`src/rtl/instr_decode_ctrl.sv`:
```
// rtl/instr_decode_ctrl.sv - 16-bit instruction decoder/sequencer driving the ALU/regfile/flags control bundle.
// Optional DECODE_IMM_SIGN_EN: sign-extend short imm5 instead of zero-extending it.
module instr_decode_ctrl #(
    parameter int COUNT_W         = 16,
    parameter bit HALT_ON_ILLEGAL = 1'b0
) (
    input  logic               clk,
    input  logic               rst,
    input  logic               instr_valid,
    output logic               instr_ready,
    input  logic [15:0]        instr,
    output logic [15:0]        reg_en,
    output logic [3:0]         reg_a,
    output logic [3:0]         reg_b,
    output logic [15:0]        imm,
    output logic [1:0]         b_sel,
    output logic [3:0]         opcode,
    output logic               flag_en,
    output logic               busy,
    output logic               halted,
    output logic               illegal,
    output logic [COUNT_W-1:0] retired
);

    typedef enum logic [1:0] {S_IDLE, S_IMM, S_EXEC, S_HALT} state_t;

    state_t               state_q, state_d;
    logic [15:0]          reg_en_q, reg_en_d;
    logic [3:0]           reg_a_q, reg_a_d;
    logic [3:0]           reg_b_q, reg_b_d;
    logic [15:0]          imm_q, imm_d;
    logic [1:0]           b_sel_q, b_sel_d;
    logic [3:0]           opcode_q, opcode_d;
    logic                 flag_en_q, flag_en_d;
    logic                 illegal_q, illegal_d;
    logic [COUNT_W-1:0]   retired_q, retired_d;
    logic [7:0]           pend_q, pend_d;
    logic [15:0]          short_imm;

`ifdef DECODE_IMM_SIGN_EN
    assign short_imm = {{11{instr[4]}}, instr[4:0]};
`else
    assign short_imm = {11'd0, instr[4:0]};
`endif

    always_ff @(posedge clk or posedge rst) begin
        if (rst) begin
            state_q   <= S_IDLE;
            reg_en_q  <= '0;
            reg_a_q   <= '0;
            reg_b_q   <= '0;
            imm_q     <= '0;
            b_sel_q   <= '0;
            opcode_q  <= '0;
            flag_en_q <= 1'b0;
            illegal_q <= 1'b0;
            retired_q <= '0;
            pend_q    <= '0;
        end else begin
            state_q   <= state_d;
            reg_en_q  <= reg_en_d;
            reg_a_q   <= reg_a_d;
            reg_b_q   <= reg_b_d;
            imm_q     <= imm_d;
            b_sel_q   <= b_sel_d;
            opcode_q  <= opcode_d;
            flag_en_q <= flag_en_d;
            illegal_q <= illegal_d;
            retired_q <= retired_d;
            pend_q    <= pend_d;
        end
    end

    // Control fields are loaded on the edge entering EXEC; enables self-clear on the way out.
    always_comb begin
        state_d   = state_q;
        reg_en_d  = '0;
        flag_en_d = 1'b0;
        reg_a_d   = reg_a_q;
        reg_b_d   = reg_b_q;
        imm_d     = imm_q;
        b_sel_d   = b_sel_q;
        opcode_d  = opcode_q;
        illegal_d = illegal_q;
        retired_d = retired_q;
        pend_d    = pend_q;
        case (state_q)
            S_IDLE: begin
                if (instr_valid) begin
                    pend_d = instr[13:6];
                    case (instr[15:14])
                        2'b00: begin
                            opcode_d  = instr[13:10];
                            reg_a_d   = instr[9:6];
                            reg_b_d   = instr[5:2];
                            b_sel_d   = 2'd0;
                            reg_en_d  = instr[1] ? 16'h0000 : (16'h0001 << instr[9:6]);
                            flag_en_d = instr[0];
                            state_d   = S_EXEC;
                        end
                        2'b01: begin
                            if (instr[5]) begin
                                state_d = S_IMM;
                            end else begin
                                opcode_d  = instr[13:10];
                                reg_a_d   = instr[9:6];
                                reg_b_d   = 4'd0;
                                b_sel_d   = 2'd1;
                                imm_d     = short_imm;
                                reg_en_d  = 16'h0001 << instr[9:6];
                                flag_en_d = 1'b1;
                                state_d   = S_EXEC;
                            end
                        end
                        2'b10: begin
                            opcode_d  = instr[13:10];
                            reg_a_d   = instr[9:6];
                            reg_b_d   = 4'd0;
                            b_sel_d   = 2'd2;
                            reg_en_d  = 16'h0001 << instr[9:6];
                            state_d   = S_EXEC;
                        end
                        default: begin
                            if (instr[13:10] == 4'd1) begin
                                state_d = S_HALT;
                            end else if (instr[13:10] != 4'd0) begin
                                illegal_d = 1'b1;
                                if (HALT_ON_ILLEGAL) state_d = S_HALT;
                            end
                        end
                    endcase
                end
            end
            S_IMM: begin
                if (instr_valid) begin
                    opcode_d  = pend_q[7:4];
                    reg_a_d   = pend_q[3:0];
                    reg_b_d   = 4'd0;
                    b_sel_d   = 2'd1;
                    imm_d     = instr;
                    reg_en_d  = 16'h0001 << pend_q[3:0];
                    flag_en_d = 1'b1;
                    state_d   = S_EXEC;
                end
            end
            S_EXEC: begin
                if (retired_q != {COUNT_W{1'b1}}) retired_d = retired_q + 1'b1;
                state_d = S_IDLE;
            end
            default: state_d = S_HALT;
        endcase
    end

    assign instr_ready = ~rst & ((state_q == S_IDLE) | (state_q == S_IMM));
    assign busy        = (state_q != S_IDLE);
    assign halted      = (state_q == S_HALT);
    assign reg_en      = reg_en_q;
    assign reg_a       = reg_a_q;
    assign reg_b       = reg_b_q;
    assign imm         = imm_q;
    assign b_sel       = b_sel_q;
    assign opcode      = opcode_q;
    assign flag_en     = flag_en_q;
    assign illegal     = illegal_q;
    assign retired     = retired_q;

endmodule

```
`config.mk`:
```
export PLATFORM = sky130hd
export DESIGN_NAME = instr_decode_ctrl
export DESIGN_NICKNAME = d
export VERILOG_FILES = /design/src/rtl/instr_decode_ctrl.sv
export SDC_FILE = /design/constraint.sdc
export NUM_CORES = 1
export LEC_CHECK = 0
export ABC_AREA = 1
export CAP_MARGIN = 10
export CORE_AREA = 2 2 85 87
export DETAILED_ROUTE_END_ITERATION = 16
export DIE_AREA = 0 0 87 89
export GPL_TIMING_DRIVEN = 0
export MAX_ROUTING_LAYER = met4
export PLACE_DENSITY = 0.91
export SLEW_MARGIN = 25
export SYNTH_ARGS = -nofsm -noshare
export SYNTH_HDL_FRONTEND = slang
export SYNTH_SLANG_ARGS = --single-unit
```
`constraint.sdc`:
```
create_clock -name clk -period 7.3 [get_ports clk]
set_clock_uncertainty 0.1 [all_clocks]
set_input_delay 2.19 -clock clk [delete_from_list [all_inputs] [get_ports clk]]
set_output_delay 2.19 -clock clk [all_outputs]
set_load 0.01 [all_outputs]
```
==> results.txt, run 1 <==
CTS Buf Count: 9
syn nets: 461
grt ovf: 0
Ant. Diodes: 0
number of core rows: 30
wire per inst: 15.0 µm
Synth area leader: dfrtp_1
critical path data required time: 5.01 ns
Post-synth EDFFs: 0
DR vias: 3341
routed vias/inst: 5.44
R2R cell count: 9
met3 wire length: 615 µm
Max Fclk: 0.178 GHz
register bit total from synthesis: 74
register area: 1850 µm²
status: complete, no violations
post-synthesis cell type count: 27
core area: 6720 µm²
vias in the first global route: 3263
Critical Path Fanout Max: 2
ys flop type: dfrtp_1
Max IR drop VDD: 0.202 mV
RSZ-0062 raised after global routing: false
Async SR Flop Fraction: 100%
Initial Util: 53.3%
total setup buffers inserted after CTS: 0
CTS tree: built
largest net degree at the start of global routing: 43
layout net count: 558
Crit Path Class: in -> out
Syn. warnings: 0
Routability Congestion: 0.964
Root Buffer: clkbuf_8
CTS sink cnt: 74
leakage: 2.21 nW
synth top area cells: dfrtp_1 52%, nand2_1 15%, o21ai_0 4.3%
antenna-violating nets left: 0
cell with the most instances after synthesis: nand2_1
drt drc: 0
Pins Over Slew Limit: 0
Syn Inst Count: 432
PwrDens: 360 nW/µm²
first-pass GRT wire length: 15000 µm
GRT Total Usage: 26.1%
number of gates resized after cts: 0
detailed placement HPWL: 6640 µm
Setup Viol. Count Final: 0
Fillers: 529
Worst slew margin: 64.2%
Post-DP Area: 4550 µm²
met2 WL: 4420 µm
Die Y: 89 µm
Clock Path Buffers: 2
Initial DRT Pass Iterations: 5
clock slew at the register clock pins of the worst setup and hold paths: 0.08 ns
final worst path period share: 77.0%
worst endpoint data arrival time: 3.33 ns
# IOs: 86
Max H-tree Level: 3
Slew @ Worst Pin: 0.535 ns
final instance area: 4790 µm²
worst skew pair latency: 0.35 ns
top-area cell type share of the netlist area: 51.7%
CP Launch Type: primary input
die area: 7740 µm²
initial antenna violation count: 0
PortBufs: 85
MaxCap Viol Count: 0
Multi-input gate area: 1480 µm²
Seq/Total Area, Yosys: 51.7%
setup TNS: 0 ns
share of cells above drive strength 1: 6.37%
die width: 87 µm
hold crit path type: reg -> reg
most frequent cells after synthesis: 141 x nand2_1, 74 x dfrtp_1, 41 x nor2_1
CP endpoint kind: output port
initial drt markers: 231
syn avg cell area: 8.28 µm²
Worst Hold Depth: 2
P&R area growth vs syn: 33.9%
cts hold-fix bufs: 0
max layer used: met4
Final Hold Viols: 0
Post-Route M1 WL: 4000 µm
Final min period: 5.62 ns
drt total wl: 9220 µm
synthesized area: 3580 µm²
cell usage in the layout, fill, tap and decap left out:
cell,count
xnor2_1,7
a21oi_1,12
nand3_2,1
nor3_1,1
dfrtp_1,74
nand3_1,21
buf_6,2
o21ai_0,31
nand2_2,2
nor2_1,41
clkinv_2,1
xor2_1,1
buf_4,2
inv_1,39
nand4_1,5
o21ai_1,1
inv_6,2
o31ai_1,11
clkbuf_8,9
nand2_1,141
o22ai_1,14
o21ai_2,1
ha_1,10
buf_12,2
clkdlybuf4s50_1,85
inv_2,1
a31o_2,1
bufinv_16,3
clkbuf_1,5
nor2_4,2
inv_4,1
buf_2,4
nand3b_1,1
routing by layer:
metal,up-vias,GRT usage [%]
li1,1585,-
met1,1566,32.4
met2,169,42.5
met3,21,4.34
met4,0,10.8
met5,-,-
critical path, stage by stage:
cell and delay (ns):
clkdlybuf4s50_1 0.47, nor2_1 0.13, clkdlybuf4s50_1 0.54
layout make-up:
| cell class | count | area share [%] |
|---|---|---|
| plain buffers | 13 | 1.93 |
| clock buffers | 10 | 2.66 |
| clock inverters | 6 | 2.35 |
| inverters | 41 | 3.26 |
| multi-input cells | 304 | 30.9 |
| flip-flops and latches | 74 | 38.6 |
| well taps | 80 | 2.09 |
| repair buffers | 86 | 18.2 |
flip-flops by register name, indices dropped and copies added (netlist names):
register and cells:
reg_b 4, illegal 1, flag_en 1, pend_q 8, reg_en 16, opcode 4
imm 16, b_sel 2, reg_a 4, retired 16, state_q 2
per-stage QoR:
step / util, % / hold slack, ns / instances / total power [W] / worst slack [ns]
after global placement: 67.4 / 0.363 / 597 / 0.00130 / 1.76
final: 71.3 / 0.392 / 614 / 0.00173 / 1.68
after floorplan: - / 0.348 / 432 / 0.00101 / 2.65
after global routing: 71.3 / 0.416 / 614 / 0.00184 / 1.64
after detailed placement: 67.7 / 0.368 / 598 / 0.00133 / 1.67
after CTS: 71.3 / 0.393 / 614 / 0.00173 / 1.67
kinds of logic (layout without fill, tap and decap cells):
family                     after synthesis  after routing  share of synthesized area [%]
and+or+nand+nor                        215            215                           24.5
buffers and inverters                   54            156                           6.89
xor gates and xnor gates                 8              8                           1.96
adders and majority gates               10             10                           3.50
AOI/OAI and AO/OA                       71             71                           11.4
DFF                                     74             74                           51.7
path summary, 6_finish.rpt:
kind,startpoint,to,slack [ns]
max,rst,instr_ready,1.68
min,imm[1]$_DFFE_PP0P_,imm[1]$_DFFE_PP0P_,0.39
max reg2reg,state_q[1]$_DFFE_PP0P_,b_sel[1]$_DFFE_PP0P_,5.26
min reg2reg,imm[1]$_DFFE_PP0P_,imm[1]$_DFFE_PP0P_,0.39
max in group asynchronous,rst,reg_en[14]$_DFF_PP0_,4.36
min in group asynchronous,rst,pend_q[7]$_DFFE_PP0P_,2.19
report_power, final:
part	internal, W	switching, W	leakage [nW]
Clock	0.000229	0.000158	0.121
Sequential	0.000528	0.0000964	0.964
Combinational	0.000326	0.000387	1.13
Total	0.00108	0.000641	2.21
Power figures use the tool's default switching activity.
==> run 2: changes to the inputs <==
--- a/config.mk
+++ b/config.mk
@@ -7,12 +7,12 @@
 export LEC_CHECK = 0
 export ABC_AREA = 1
 export CAP_MARGIN = 10
-export CORE_AREA = 2 2 85 87
+export CORE_AREA = 2 2 93 95
 export DETAILED_ROUTE_END_ITERATION = 16
-export DIE_AREA = 0 0 87 89
+export DIE_AREA = 0 0 95 97
 export GPL_TIMING_DRIVEN = 0
 export MAX_ROUTING_LAYER = met4
-export PLACE_DENSITY = 0.91
+export PLACE_DENSITY = 0.82
 export SLEW_MARGIN = 25
 export SYNTH_ARGS = -nofsm -noshare
 export SYNTH_HDL_FRONTEND = slang
==> constraint.sdc (replaced) <==
create_clock -name clk -period 4.8 [get_ports clk]
set_clock_uncertainty 0.1 [all_clocks]
set_input_delay 1.44 -clock clk [delete_from_list [all_inputs] [get_ports clk]]
set_output_delay 1.44 -clock clk [all_outputs]
set_load 0.01 [all_outputs]
==> results.txt, run 2 (same netlist as run 1, synthesis figures left out) <==
number of core rows: 33 (was 30)
final worst path period share: 85.3%
M1 GR Usage: 26.8% (was 32.4%)
leakage: 2.20 nW (was 2.21 nW)
Critical Path Fanout Max: 2 (unchanged)
P&R area growth vs syn: 34.4% (was 33.9%)
CTS Buf Count: 9 (unchanged)
initial drt markers: 215 (was 231)
Routability Congestion: 0.916 (was 0.964)
CP Launch Type: primary input (unchanged)
CTS sink cnt: 74 (unchanged)
worst endpoint data arrival time: 2.55 ns (was 3.33 ns)
commonest non-fill, non-tap cell in the layout: nand2_1 (unchanged)
Final min period: 4.09 ns
antenna-violating nets left: 0 (unchanged)
Max IR drop VDD: 0.338 mV (was 0.202 mV)
CP max stage cell: clkdlybuf4s50_1 (unchanged)
Util after Layout: 59.1% (was 71.3%)
PwrDens: 534 nW/µm² (was 360 nW/µm²)
Max Fclk: 0.244 GHz
Worst slew margin: 64.3% (was 64.2%)
grt ovf: 0 (unchanged)
CTS tree: built (unchanged)
crit path to: instr_ready (unchanged)
die area: 9220 µm² (was 7740 µm²)
share of cells above drive strength 1: 6.37% (unchanged)
Die Y: 97 µm (was 89 µm)
Final Hold Viols: 0 (unchanged)
Setup Viol. Count Final: 0 (unchanged)
CP endpoint kind: output port (unchanged)
wire per inst: 14.0 µm (was 15.0 µm)
core area: 8130 µm² (was 6720 µm²)
grt met2 use: 32.0% (was 42.5%)
setup TNS: 0 ns (unchanged)
GR Util met3: 5.76% (was 4.34%)
CP Launch Point: rst (unchanged)
hold crit path type: reg -> reg (unchanged)
total setup buffers inserted after CTS: 0 (unchanged)
die width: 95 µm (was 87 µm)
vias in the first global route: 3194 (was 3263)
R2R cell count: 7 (was 9)
Most Crowded Layer GR: met2 (unchanged)
initial antenna violation count: 0 (unchanged)
# IOs: 86 (unchanged)
Crit Path Class: in -> out (unchanged)
max incr delay on CP: 0.53 ns (was 0.54 ns)
drt total wl: 8980 µm (was 9220 µm)
Reg2Reg Capture Point: reg_en[0]$_DFF_PP0_ (was b_sel[1]$_DFFE_PP0P_)
number of gates resized after cts: 0 (unchanged)
Max H-tree Level: 3 (unchanged)
Initial DRT Pass Iterations: 7 (was 5)
final instance area: 4810 µm² (was 4790 µm²)
Root Buffer: clkbuf_8 (unchanged)
PortBufs: 85 (unchanged)
Ant. Diodes: 0 (unchanged)
GRT Total Usage: 20.9% (was 26.1%)
largest net degree at the start of global routing: 45 (was 43)
layout net count: 558 (unchanged)
clock slew at the register clock pins of the worst setup and hold paths: 0.08 ns (about the same)
Pins Over Slew Limit: 0 (unchanged)
Slew @ Worst Pin: 0.534 ns (was 0.535 ns)
detailed placement HPWL: 6570 µm (was 6640 µm)
worst skew pair latency: 0.35 ns (about the same)
Most common cell on crit path: clkdlybuf4s50_1 (unchanged)
Clock Path Buffers: 2 (unchanged)
drt drc: 0 (unchanged)
routed vias/inst: 5.12 (was 5.44)
MaxCap Viol Count: 0 (unchanged)
cts hold-fix bufs: 0 (unchanged)
most frequent cells in the layout: 141 x nand2_1, 85 x clkdlybuf4s50_1, 74 x dfrtp_1 (unchanged)
DR vias: 3271 (was 3341)
Initial Util: 44.0% (was 53.3%)
R2R Path Start: state_q[0]$_DFFE_PP0P_ (was state_q[1]$_DFFE_PP0P_)
Post-DP Area: 4580 µm² (was 4550 µm²)
RSZ-0062 raised after global routing: false (unchanged)
CP cell instances: clkdlybuf4s50_1 > nor2_1 > clkdlybuf4s50_1 (unchanged)
first-pass GRT wire length: 14800 µm (was 15000 µm)
reg-to-reg slack, setup: 2.74 ns (was 5.26 ns)
status: complete, no violations (unchanged)
critical path data required time: 3.26 ns (was 5.01 ns)
## run 2: worst min path at each step
| stage | from | cells after the start | to |
|---|---|---|---|
| 2_1_floorplan | pend_q[4]$_DFFE_PP0P_ | 2 | pend_q[4]$_DFFE_PP0P_ |
| 4_1_cts | pend_q[4]$_DFFE_PP0P_ | 2 | pend_q[4]$_DFFE_PP0P_ |
| 3_5_place_dp | imm[3]$_DFFE_PP0P_ | 2 | imm[3]$_DFFE_PP0P_ |
| 6_report | imm[3]$_DFFE_PP0P_ | 2 | imm[3]$_DFFE_PP0P_ |
| 3_3_place_gp | pend_q[7]$_DFFE_PP0P_ | 2 | pend_q[7]$_DFFE_PP0P_ |
| 5_1_grt | imm[4]$_DFFE_PP0P_ | 2 | imm[4]$_DFFE_PP0P_ |
## run 2: cell type report
type,count,area (µm²)
buffer,13,92.6
clock buffer,11,141
clock inverter,5,85.1
fill,707,3320
inverter,41,156
multi-input combinational,304,1480
sequential,74,1850
tap,105,131
timing repair buffer,86,871
## run 2: worst max-delay path: cells and delay by family
kind / cells / cell delay (ns)
buf+inv: 2 / 0.99
simple gates: 1 / 0.12
## run 2: metrics by stage
step / hold slack, ns / worst slack, ns / power [W] / instances
finish: 0.388 / 0.705 / 0.00257 / 639
global route: 0.418 / 0.635 / 0.00273 / 639
CTS: 0.390 / 0.697 / 0.00258 / 639
detailed placement: 0.365 / 0.702 / 0.00202 / 623
global placement: 0.363 / 0.210 / 0.00199 / 622
floorplan: 0.348 / 1.38 / 0.00153 / 432
## run 2: report_power, final
| group | leakage [nW] | internal, W | total [W] | switching, W |
|---|---|---|---|---|
| Combinational | 1.13 | 0.000496 | 0.00108 | 0.000581 |
| Clock | 0.110 | 0.000310 | 0.000551 | 0.000241 |
| Sequential | 0.964 | 0.000804 | 0.000940 | 0.000137 |
## run 2: routing by layer
metal / share of wire [%] / vias to the layer above
met4: 1.2 / 0
met3: 7.3 / 15
li1: - / 1592
met1: 44 / 1540
met5: 0 / -
met2: 48 / 124
==> RTL edit (flow settings as in run 2) <==
Add a define of `DECODE_IMM_SIGN_EN`.
--- a/src/rtl/instr_decode_ctrl.sv
+++ b/src/rtl/instr_decode_ctrl.sv
@@ -2,2 +2,4 @@
 // Optional DECODE_IMM_SIGN_EN: sign-extend short imm5 instead of zero-extending it.
+`define DECODE_IMM_SIGN_EN
+
 module instr_decode_ctrl #(
Formal check against the unedited RTL: not equivalent (Yosys sat finds a counterexample within 4 cycles, from zero or initial values and one cycle with rst high).
==> RTL edit against run 2 <==
Cell area grew 0.44%; wire length grew 4.2%; register-to-register slack improved by 0.07 ns; largest power group unchanged; setup slack worse by 0.018 ns; synthesized area is 1.0% higher; sequential cell count did not move; total power is 0.42% higher; count of clock-buffer cells in the layout unchanged.
==> RTL edit: results (changes against run 2) <==
Clock network
  – Cts bufs inserted: 9 (unchanged)
  – Worst-path clk slew: 0.07 ns
  – Postcts setup bufs: 0 (unchanged)
  – H-tree depth: 3 (unchanged)
  – Clock Root Buffer: clkbuf_8
  – Clock Latency Late Sink: approximately 0.36 ns
  – Longest Clk Path Bufs: 2 (unchanged)
  – Resized Gates After CTS: 0 (unchanged)

Power
  – VDD IR max: 0.317 mV (-6.4%)
  – Leakage power: 2.22 nW (+1.1%)

Logic synthesis
  – Mapped Nets: 475 (+3.0%)
  – Largest cells by area after synthesis: dfrtp_1 (51%), nand2_1 (15%), o21ai_0 (7.3%)
  – Sequential cell area fraction in the yosys report: 51.2% (-0.54 points)
  – Asr flop ratio synth: 100% (unchanged)
  – Post-synthesis compound-gate area fraction: 12.5% (+1.1 points)
  – Syn. warnings: 0 (unchanged)
  – Avg Inst Size Synth: 8.11 sq um (-2.1%)
  – Post-synth top cells: nand2_1 (147), dfrtp_1 (74), o21ai_0 (53)
  – Xor and xnor area share after synthesis: 1.94% (-0.020 points)
  – Post-synthesis adder-cell area fraction: 3.46% (-0.036 points)
  – Distinct cells, synth: 26 (-3.7%)
  – Post-synthesis mux area share: 0% (unchanged)

Detailed routing
  – Initial detailed-routing violation count: 228 (+6.0%)
  – 1st-pass router iterations: 5 (-2)
  – Final wirelength: 9360 um (+4.2%)
  – Via-per-instance ratio: 5.21 (+1.8%)

Run status
  – Status: finished, final reports clean

Worst hold path
  – Worst hold path class: flip-flop to flip-flop

Global route
  – Pin count of the biggest net entering global routing: 44 (-2.2%)
  – Vias in the first global route: 3278 (+2.6%)
  – Initial antenna violation count: 0 (unchanged)
  – First-pass GRT wire length: 15400 um (+3.8%)
  – Tot GR Track Use: 21.8% (+0.95 points)

Placed design
  – Setup WS pre-CTS: 0.683 ns (-0.0183 ns)
  – PortBufs: 85 (unchanged)
  – Placed insts: 637 (+2.2%)
  – GPL Wtd Cong: 0.924 (+0.82%)
  – Final HPWL DP: 6910 um (+5.2%)

STA
  – Sum Neg Setup Slack: 0 ns (unchanged)
  – Worst Tran Pin Value: 0.535 ns (+0.00192 ns)

Cells and area
  – Finished Layout Cells: 653 (+2.2%)
  – Antenna Cells: 0 (unchanged)
  – Fin nets: 572 (+2.5%)
  – Share of layout cells above drive strength 1: 5.84% (-0.53 points)

Critical path
  – Slowest cell on crit path: clkdlybuf4s50_1
  – Max incr delay on CP: 0.55 ns (+0.02 ns)
  – CP max FO: 2 (unchanged)
  – Worst EP arrival: 2.57 ns (+0.02 ns)
  – Crit path max-delay family: buffers and inverters
-- RTL edit: cells by family after synthesis --
| group | Yosys count |
|---|---|
| adders and majority gates | 10 |
| DFF | 74 |
| AOI/OAI and AO/OA | 84 |
| xor gates and xnor gates | 8 |
| buffers and inverters | 60 |
| and+or+nand+nor | 210 |
-- RTL edit: where the power goes --
group	internal (W)	switching, W
clock network	0.000292	0.000232
registers	0.000812	0.000138
logic	0.000505	0.000601
-- RTL edit: metal layers --
| metal | GRT usage, % | part of all wire, % | vias up |
|---|---|---|---|
| met2 | 35.1 | 50 | 124 |
| met5 | - | 0 | - |
| met3 | 3.35 | 5.6 | 19 |
| met1 | 27.5 | 43 | 1632 |
| met4 | 8.36 | 1.9 | 0 |
| li1 | - | - | 1628 |
-- RTL edit: path summary, 6_finish.rpt --
check                           start           to  slack [ns]  depth (start not counted)
min reg2reg                   illegal      illegal        0.38                          1
max reg2reg                state_q[0]      imm[14]        2.81                          8
max                               rst  instr_ready        0.69                          3
max in group asynchronous         rst   reg_en[10]        2.67                          3
min                           illegal      illegal        0.38                          1
min in group asynchronous         rst       imm[1]        1.36                          2
-- RTL edit: through the flow --
stage               power [W]  hold slack (ns)  utilization, %  instance area, sq um
floorplan             0.00154            0.348               -                  3620
global placement      0.00202            0.354            56.5                  4600
detailed placement    0.00206            0.360            56.8                  4620
CTS                   0.00259            0.381            59.4                  4830
global route          0.00275            0.404            59.4                  4830
finish                0.00258            0.378            59.4                  4830
-- RTL edit: final cells by class --
| type | instances | area [sq um] |
|---|---|---|
| multi-input cells | 312 | 1500 |
| clock inverters | 5 | 78.8 |
| clock buffers | 11 | 131 |
| plain buffers | 14 | 88.8 |
| well taps | 105 | 131 |
| inverters | 46 | 175 |
| repair buffers | 86 | 871 |
| fillers | 725 | 3300 |
| flip-flops and latches | 74 | 1850 |
